--- config.mk ---
export PLATFORM = sky130hd
export DESIGN_NAME = sine_bram_flat
export DESIGN_NICKNAME = d
export VERILOG_FILES = /design/src/rtl/sine_bram_pkg.sv /design/src/rtl/sine_bram_if.sv /design/src/rtl/sine_bram_rst_sync.sv /design/src/rtl/sine_bram.sv /design/src/flat_wrapper.sv
export SDC_FILE = /design/constraint.sdc
export NUM_CORES = 2
export LEC_CHECK = 0
export CAP_MARGIN = 0
export CORE_UTILIZATION = 36
export CTS_CLUSTER_DIAMETER = 120
export DETAILED_ROUTE_END_ITERATION = 8
export PLACE_DENSITY_LB_ADDON = 0.1
export SLEW_MARGIN = 40
export SYNTH_ARGS = -nofsm -noshare
export SYNTH_HDL_FRONTEND = slang
export SYNTH_SLANG_ARGS = --single-unit
export TNS_END_PERCENT = 10
--- constraint.sdc ---
create_clock -name clka -period 2.3 [get_ports clka]
set_clock_uncertainty 0.05 [all_clocks]
set_input_delay 0.46 -clock clka [delete_from_list [all_inputs] [get_ports clka]]
set_output_delay 0.46 -clock clka [all_outputs]
set_load 0.03 [all_outputs]
--- src/rtl/sine_bram_pkg.sv ---
// Shared types, constants and the quarter-wave sine preload table for sine_bram.
package sine_bram_pkg;

    localparam int unsigned ADDR_W_DEF = 8;
    localparam int unsigned DATA_W_DEF = 11;
    localparam int unsigned QSINE_LEN  = 64;

    typedef logic [ADDR_W_DEF-1:0] addr_t;
    typedef logic [DATA_W_DEF-1:0] data_t;

    // round(1023*sin(pi*i/126)), i = 0..63. Entry 21 is sin(pi/6) evaluated in double
    // precision (511.4999...), hence 511.
    localparam data_t QSINE [0:QSINE_LEN-1] = '{
        11'd0,    11'd26,   11'd51,   11'd76,   11'd102,  11'd127,  11'd152,  11'd178,
        11'd203,  11'd228,  11'd252,  11'd277,  11'd302,  11'd326,  11'd350,  11'd374,
        11'd397,  11'd421,  11'd444,  11'd467,  11'd489,  11'd511,  11'd533,  11'd555,
        11'd576,  11'd597,  11'd618,  11'd638,  11'd658,  11'd677,  11'd696,  11'd714,
        11'd732,  11'd750,  11'd767,  11'd784,  11'd800,  11'd815,  11'd831,  11'd845,
        11'd859,  11'd873,  11'd886,  11'd898,  11'd910,  11'd922,  11'd932,  11'd943,
        11'd952,  11'd961,  11'd970,  11'd978,  11'd985,  11'd991,  11'd997,  11'd1003,
        11'd1007, 11'd1012, 11'd1015, 11'd1018, 11'd1020, 11'd1022, 11'd1023, 11'd1023
    };

endpackage

--- src/rtl/sine_bram_if.sv ---
// Port-A bus of the sine table RAM: enable, write enable, address, data in/out.
interface sine_bram_if #(
    parameter int unsigned ADDR_W = 8,
    parameter int unsigned DATA_W = 11
);
    logic              ena;
    logic [0:0]        wea;
    logic [ADDR_W-1:0] addra;
    logic [DATA_W-1:0] dina;
    logic [DATA_W-1:0] douta;

    modport master (
        output ena,
        output wea,
        output addra,
        output dina,
        input  douta
    );

    modport slave (
        input  ena,
        input  wea,
        input  addra,
        input  dina,
        output douta
    );
endinterface

--- src/rtl/sine_bram_rst_sync.sv ---
// Two-flop reset synchroniser: asserts asynchronously, releases on the clock.
module sine_bram_rst_sync (
    input  logic i_clk,
    input  logic i_rst,
    output logic o_rst
);
    logic [1:0] r_sync;

    // Shift zeros in once reset is gone; any reset assertion sets both flops at once.
    always_ff @(posedge i_clk or posedge i_rst) begin
        if (i_rst) begin
            r_sync <= 2'b11;
        end else begin
            r_sync <= {r_sync[0], 1'b0};
        end
    end

    assign o_rst = r_sync[1];
endmodule

--- src/rtl/sine_bram.sv ---
// Single-port 2**ADDR_W x DATA_W block RAM preloaded with a quarter-wave sine table,
// write-first, registered read. Define SINE_BRAM_DOUT_REG_EN for an extra output
// register (read latency 2).
module sine_bram
    import sine_bram_pkg::*;
#(
    parameter int unsigned ADDR_W    = ADDR_W_DEF,
    parameter int unsigned DATA_W    = DATA_W_DEF,
    parameter string       INIT_FILE = ""
) (
    input logic        clka,
    input logic        rsta,
    sine_bram_if.slave port_a
);
    localparam int unsigned DEPTH = 2 ** ADDR_W;

    logic [DATA_W-1:0] r_mem [DEPTH];
    logic [DATA_W-1:0] r_dout_arr;
    logic              w_rst_int;
    logic              w_access;
    logic              w_write;

    sine_bram_rst_sync u_rst_sync (
        .i_clk (clka),
        .i_rst (rsta),
        .o_rst (w_rst_int)
    );

    // Accesses stay blocked until the synchronised reset has released.
    assign w_access = port_a.ena && !w_rst_int;
    assign w_write  = w_access && port_a.wea[0];

    // Preload: built-in quarter wave, zero elsewhere.
    initial begin
        for (int unsigned i = 0; i < DEPTH; i++) begin
            if (i < QSINE_LEN) begin
                r_mem[i] = DATA_W'(QSINE[i]);
            end else begin
                r_mem[i] = '0;
            end
        end
    end

    // Array write port; contents are never touched by reset.
    always_ff @(posedge clka) begin
        if (w_write) begin
            r_mem[port_a.addra] <= port_a.dina;
        end
    end

    // Array read register, write-first; cleared immediately by rsta.
    always_ff @(posedge clka or posedge rsta) begin
        if (rsta) begin
            r_dout_arr <= '0;
        end else if (w_access) begin
            r_dout_arr <= port_a.wea[0] ? port_a.dina : r_mem[port_a.addra];
        end
    end

`ifdef SINE_BRAM_DOUT_REG_EN
    logic [DATA_W-1:0] r_dout_out;

    // Optional output stage, advancing only on enabled cycles.
    always_ff @(posedge clka or posedge rsta) begin
        if (rsta) begin
            r_dout_out <= '0;
        end else if (w_access) begin
            r_dout_out <= r_dout_arr;
        end
    end

    assign port_a.douta = r_dout_out;
`else
    assign port_a.douta = r_dout_arr;
`endif

endmodule

--- src/flat_wrapper.sv ---
// flat-port wrapper written by rule: the top's interface ports become plain ports
module sine_bram_flat import sine_bram_pkg::*;
#(
    parameter int unsigned ADDR_W    = ADDR_W_DEF,
    parameter int unsigned DATA_W    = DATA_W_DEF,
    parameter string       INIT_FILE = ""
)
  (clka, rsta, port_a_ena, port_a_wea, port_a_addra, port_a_dina, port_a_douta);
  sine_bram_if #(.ADDR_W(ADDR_W), .DATA_W(DATA_W)) port_a_i ();
  input logic clka;
  input logic rsta;
  input wire logic [$bits(port_a_i.ena)-1:0] port_a_ena;
  input wire logic [$bits(port_a_i.wea)-1:0] port_a_wea;
  input wire logic [$bits(port_a_i.addra)-1:0] port_a_addra;
  input wire logic [$bits(port_a_i.dina)-1:0] port_a_dina;
  output wire logic [$bits(port_a_i.douta)-1:0] port_a_douta;
  assign port_a_i.ena = port_a_ena;
  assign port_a_i.wea = port_a_wea;
  assign port_a_i.addra = port_a_addra;
  assign port_a_i.dina = port_a_dina;
  assign port_a_douta = port_a_i.douta;
  sine_bram #(.ADDR_W(ADDR_W), .DATA_W(DATA_W), .INIT_FILE(INIT_FILE)) u_core (.clka(clka), .rsta(rsta), .port_a(port_a_i));
endmodule
# Yosys cells after proc, flatten, opt, wreduce, memory -nomap -nowiden

Memories as Yosys holds them, arrays and structs flattened. A register that Yosys moved wholly into a read port is not among the register bits.
Cells that the tools add are included.

Bits in registers: 2
RAM bits: 2,816
Input port bits: 23
Output and inout bits: 11
Logic and storage cells: 7
Memories kept: 1

Mux-type cells: 2
Reduce and logical (&&, ||, !) cells: 3

Memory list:

| memory       | words | width | rd ports | clocked after Yosys merged registers in | write ports | line            | source |
|---|---|---|---|---|---|---|---|
| u_core.r_mem | 256   | 11    | 1        | 1                                       | 1           | sine_bram.sv:17 | `logic [DATA_W-1:0] r_mem [DEPTH];` |

Operator list:

| cell              | number |
|---|---|
| 1-bit logical AND | 2 |
| 1-bit two-way mux | 2 |
| 1-bit zero test   | 1 |

# Depth between registers and ports, before layout

Depth in word-level cells: 5
Depth in mapped cells: 13
Mapped depth without buffers: 7

# By module

A second synthesis with hierarchy kept.

Cell total of the unflattened synthesis: 5,116
Area total of the unflattened synthesis: 109,278.6 µm²

Modules (own cells, without submodules):

| module             | times used | cells an instance | area each (µm²) | seq. area each (µm²) |
|---|---|---|---|---|
| sine_bram          | 1          | 5,112             | 109,218.5       | 84,836.4 |
| sine_bram_rst_sync | 1          | 4                 | 60.1            | 52.6 |

# Worst setup path after synthesis

Ideal clock, no wire load.

Path type: input -> register
Start: input port port_a_addra[0]
End: memory u_core.r_mem[82][0], enable pin
Library setup time: 378 ps
Arrival: 2,654 ps
Required time: 1,872 ps
Path slack: -783 ps
Cell stages on the path: 11
Buffers on the path: 8
Path through: buf_6 > buf_12 > buf_6 > buf_6 > buf_6 > buf_6 > buf_6 > nor3_1 > nand2_1 > buf_2 > nor2_1

RTL lines:

| element     | line               | source |
|---|---|---|
| from (decl) | flat_wrapper.sv:14 | `input wire logic [$bits(port_a_i.addra)-1:0] port_a_addra;` |
| to (decl)   | sine_bram.sv:17    |  |

Straight into the memory's write port.

==> results.txt <==
Mapped Cells - 4974
Vias in the first global route - 57440
First-pass GRT wire length - 450500 um
Syn-to-layout area delta - 25.18%
Pleak - 44.21 nW
Yosys reg bits - 2829
RSZ-0062 raised after global routing - yes
Stages on worst setup path - 8
Reg clk slew, reported paths - 0.06 ns
Post-detailed-route count of antenna-violating nets - 0
Initial antenna violation count - 17
WL per Instance - 30.97 um
FF-to-FF End - u_core.port_a.douta[8]
Tmin final - 2.597 ns
CP cell instances - mux4_2 > mux2i_2 > buf_4 > o211ai_1 > o21ai_1 > buf_4 > nand4_1 > o221a_1
Vias per inst - 5.363
Via count - 55430
Starting Density - 36.32%
Most common cell after layout, fill and taps aside - edfxtp_1
Flop-to-flop setup slack - -0.30 ns
Starting DRC count in detailed routing - 5548
Final hold violations - 0
Critical Path Start - u_core.r_mem[218][8]
Setup violators final - 7
GPL Wtd Cong - 0.8297
CTS tree - yes
Crit path DAT - 3.36 ns
Worst endpoint required time - 3.06 ns
CP Class - flop to flop
Peak supply drop - 0.0005485 V
Worst setup path end - u_core.port_a.douta[8]
Die height - 552.9 um
Max clock buf depth - 4
Slew Viols, Final - 0
Port Buf Inserts - 33
Final #Nets - 6145
Async S/R FF share, synth - 0.4595%
Root Buffer - clkbuf_16
Worst-margin pin slew - 0.7414 ns
Post-synthesis cell type count - 66
Crit-path most repeated cell - buf_4
Placed cells - 9752
Drt drc - 0
Dominant synthesized flop cell - edfxtp_1
Syn. warnings - 0
CTS Buf Count - 312
CP max stage delay - 0.50 ns
Mean post-synth cell area - 21.96 um2
Critical path launch point type - flop
Synth Cell Area - 0.1093 mm2
Util after Layout - 45.47%
Number of flops mapped to enable cells by yosys - 2816
CP max FO - 1
Max Cap Viol - 0
All-Layer GR Usage - 20.81%
DRT Pass-1 Iters - 5
Worst reg2reg path depth - 8
Pwr Density - 820.1 mW/mm2
Worst hold-check path type - input port to flop
WP buf/inv - 2
Hpwl dp - 216400 um
CP top delay family - compound AO/OA/AOI/OAI gates
Worst slew margin - 50.36%
Crit path capture type - flop
Die width - 552.9 um
Placement Rows - 201
I/O pins - 34
Critical path's slowest cell - mux4_2
Violated checks - negative setup slack
Fmax - 385.0 MHz
Period utilization - 112.9%
Post-Syn Nets - 4997
CORE AREA - 0.3008 mm2
Largest net degree at the start of global routing - 80
Die area - 0.3057 mm2
Share of cells above drive strength 1 - 39.16%
Htree depth - 5
DRT Wirelength - 320100 um
Worst setup margin - -0.2973 ns
Sink Count - 2829
Status - finished, violations left
Skew-Pair Late Insertion Delay - 0.92 ns
Final Non-Filler Cells - 10340
Reg2reg start - u_core.r_mem[218][8]
Sequential share of the synthesized area - 77.70%
Most frequent cells in the layout - 2816 x edfxtp_1, 705 x buf_4, 665 x mux4_2
Grt ovf - 0
[how the worst min path moves through the flow]
stage,from,end,slack (ns),cells after the start
6_report,port_a_addra[3],u_core.port_a.douta[7],0.14,4
5_1_grt,port_a_addra[3],u_core.port_a.douta[7],0.11,4
4_1_cts,port_a_addra[3],u_core.port_a.douta[7],0.06,4
2_1_floorplan,rsta,u_core.port_a.douta[0],0.29,1
3_3_place_gp,u_core.u_rst_sync.r_sync[0],u_core.u_rst_sync.r_sync[1],0.30,0
3_5_place_dp,u_core.u_rst_sync.r_sync[0],u_core.u_rst_sync.r_sync[1],0.30,0
[where the power goes]
group	internal, mW	switching (mW)
sequential	56.7	0.104
clock	27.8	21.0
combinational	2.63	3.81
total	87.2	24.9
[worst register-to-register path: stages, from the launching register on]
cell and delay [ns]:
edfxtp_1 0.36, mux4_2 0.50, mux2i_2 0.20, buf_4 0.15, o211ai_1 0.19, o21ai_1 0.23
buf_4 0.17, nand4_1 0.32, o221a_1 0.34
[kinds of logic (layout without fill, tap and decap cells)]
logic type,Yosys count,after routing,share of synthesized area (%)
flops,2829,2829,77.70
mux,883,883,15.80
simple gates,544,544,2.228
compound gates,419,419,2.581
buf+inv,298,1693,1.690
other cells,1,10,0.003432
[through the flow]
step                      setup slack [ns]  instance area, um2  hold WS (ns)  TNS (ns)  total power, mW
after floorplan                    -0.5268              109900        0.2855  -1262.73            60.59
after global placement              -1.548              126100        0.2957  -1847.25            64.27
after detailed placement            -1.550              126200        0.2988  -1847.70            64.33
after CTS                          -0.2895              136600       0.06001    -1.011            113.3
after global routing               -0.2594              136700        0.1116   -0.8226            115.4
final                              -0.2973              136800        0.1384   -0.5433            112.2
[what timing repair did]
action                     4_1_cts  5_1_grt
hold endpoints to repair       417        0
hold buffers                    12        0
pin swaps                       28       16
resized for setup              117       35
gates cloned                     0        0
setup buffers                    5        1
setup endpoints to repair      210      165
[cell type report]
type | count | area (um2)
Sequential cell | 2829 | 84900
Clock buffer | 383 | 8117
Multi-Input combinational cell | 1847 | 23540
Tap cell | 3958 | 4952
Clock inverter | 178 | 1824
Antenna cell | 9 | 22.52
Inverter | 3 | 11.26
Fill cell | 25440 | 164000
Timing Repair Buffer | 1129 | 13400
[per-layer routing]
metal	global-route usage, %	vias up	part of all wire [%]
met2	33.81	1440	48
met3	2.659	403	4.7
met4	5.077	0	2.5
met5	0	-	0
li1	-	23410	-
met1	29.78	30180	45
[flip-flops by register name, summed over array words and instances, names as in the netlist]
register                  cells
u_core.u_rst_sync.r_sync      2
u_core.port_a.douta          11
u_core.r_mem               2816
[synth_stat cells (3+ instances only)]
cell type  count  area [um2]
mux4_2       664       14950
o21ai_0       64       320.3
nor2_1       293        1100
nand4_1       28       175.2
nand3b_1      17       127.6
buf_1         12       45.04
edfxtp_1    2816       84560
o221ai_1       9       78.83
mux2_2        11       123.9
buf_12         3       60.06
o221a_1        3       33.78
nand2_1       82       307.8
inv_1          3       11.26
o211ai_1      18       135.1
mux2i_1      202        2022
buf_6         32       360.4
clkbuf_1      83       311.6
o31ai_1        4       30.03
a31oi_1       17       106.4
nand3_1       44       220.2
a2111oi_0      3       26.28
and2_1         5       31.28
o22ai_1       65       406.6
a22oi_1      128       960.9
dfrtp_1       11       275.3
nand2b_1       6       37.54
buf_2         74       370.4
a41oi_1        3       26.28
nor3_1        19       95.09
a21oi_1       50       250.2
buf_4         89       668.1
a221oi_1       3       26.28
mux4_1         6       157.7
o21ai_1        4       20.02
a211oi_1      26       195.2
nor2b_1       22       137.6
and3_1        11       68.82
a211o_1        4       35.03
No activity file was read; power rests on OpenSTA's default activity.
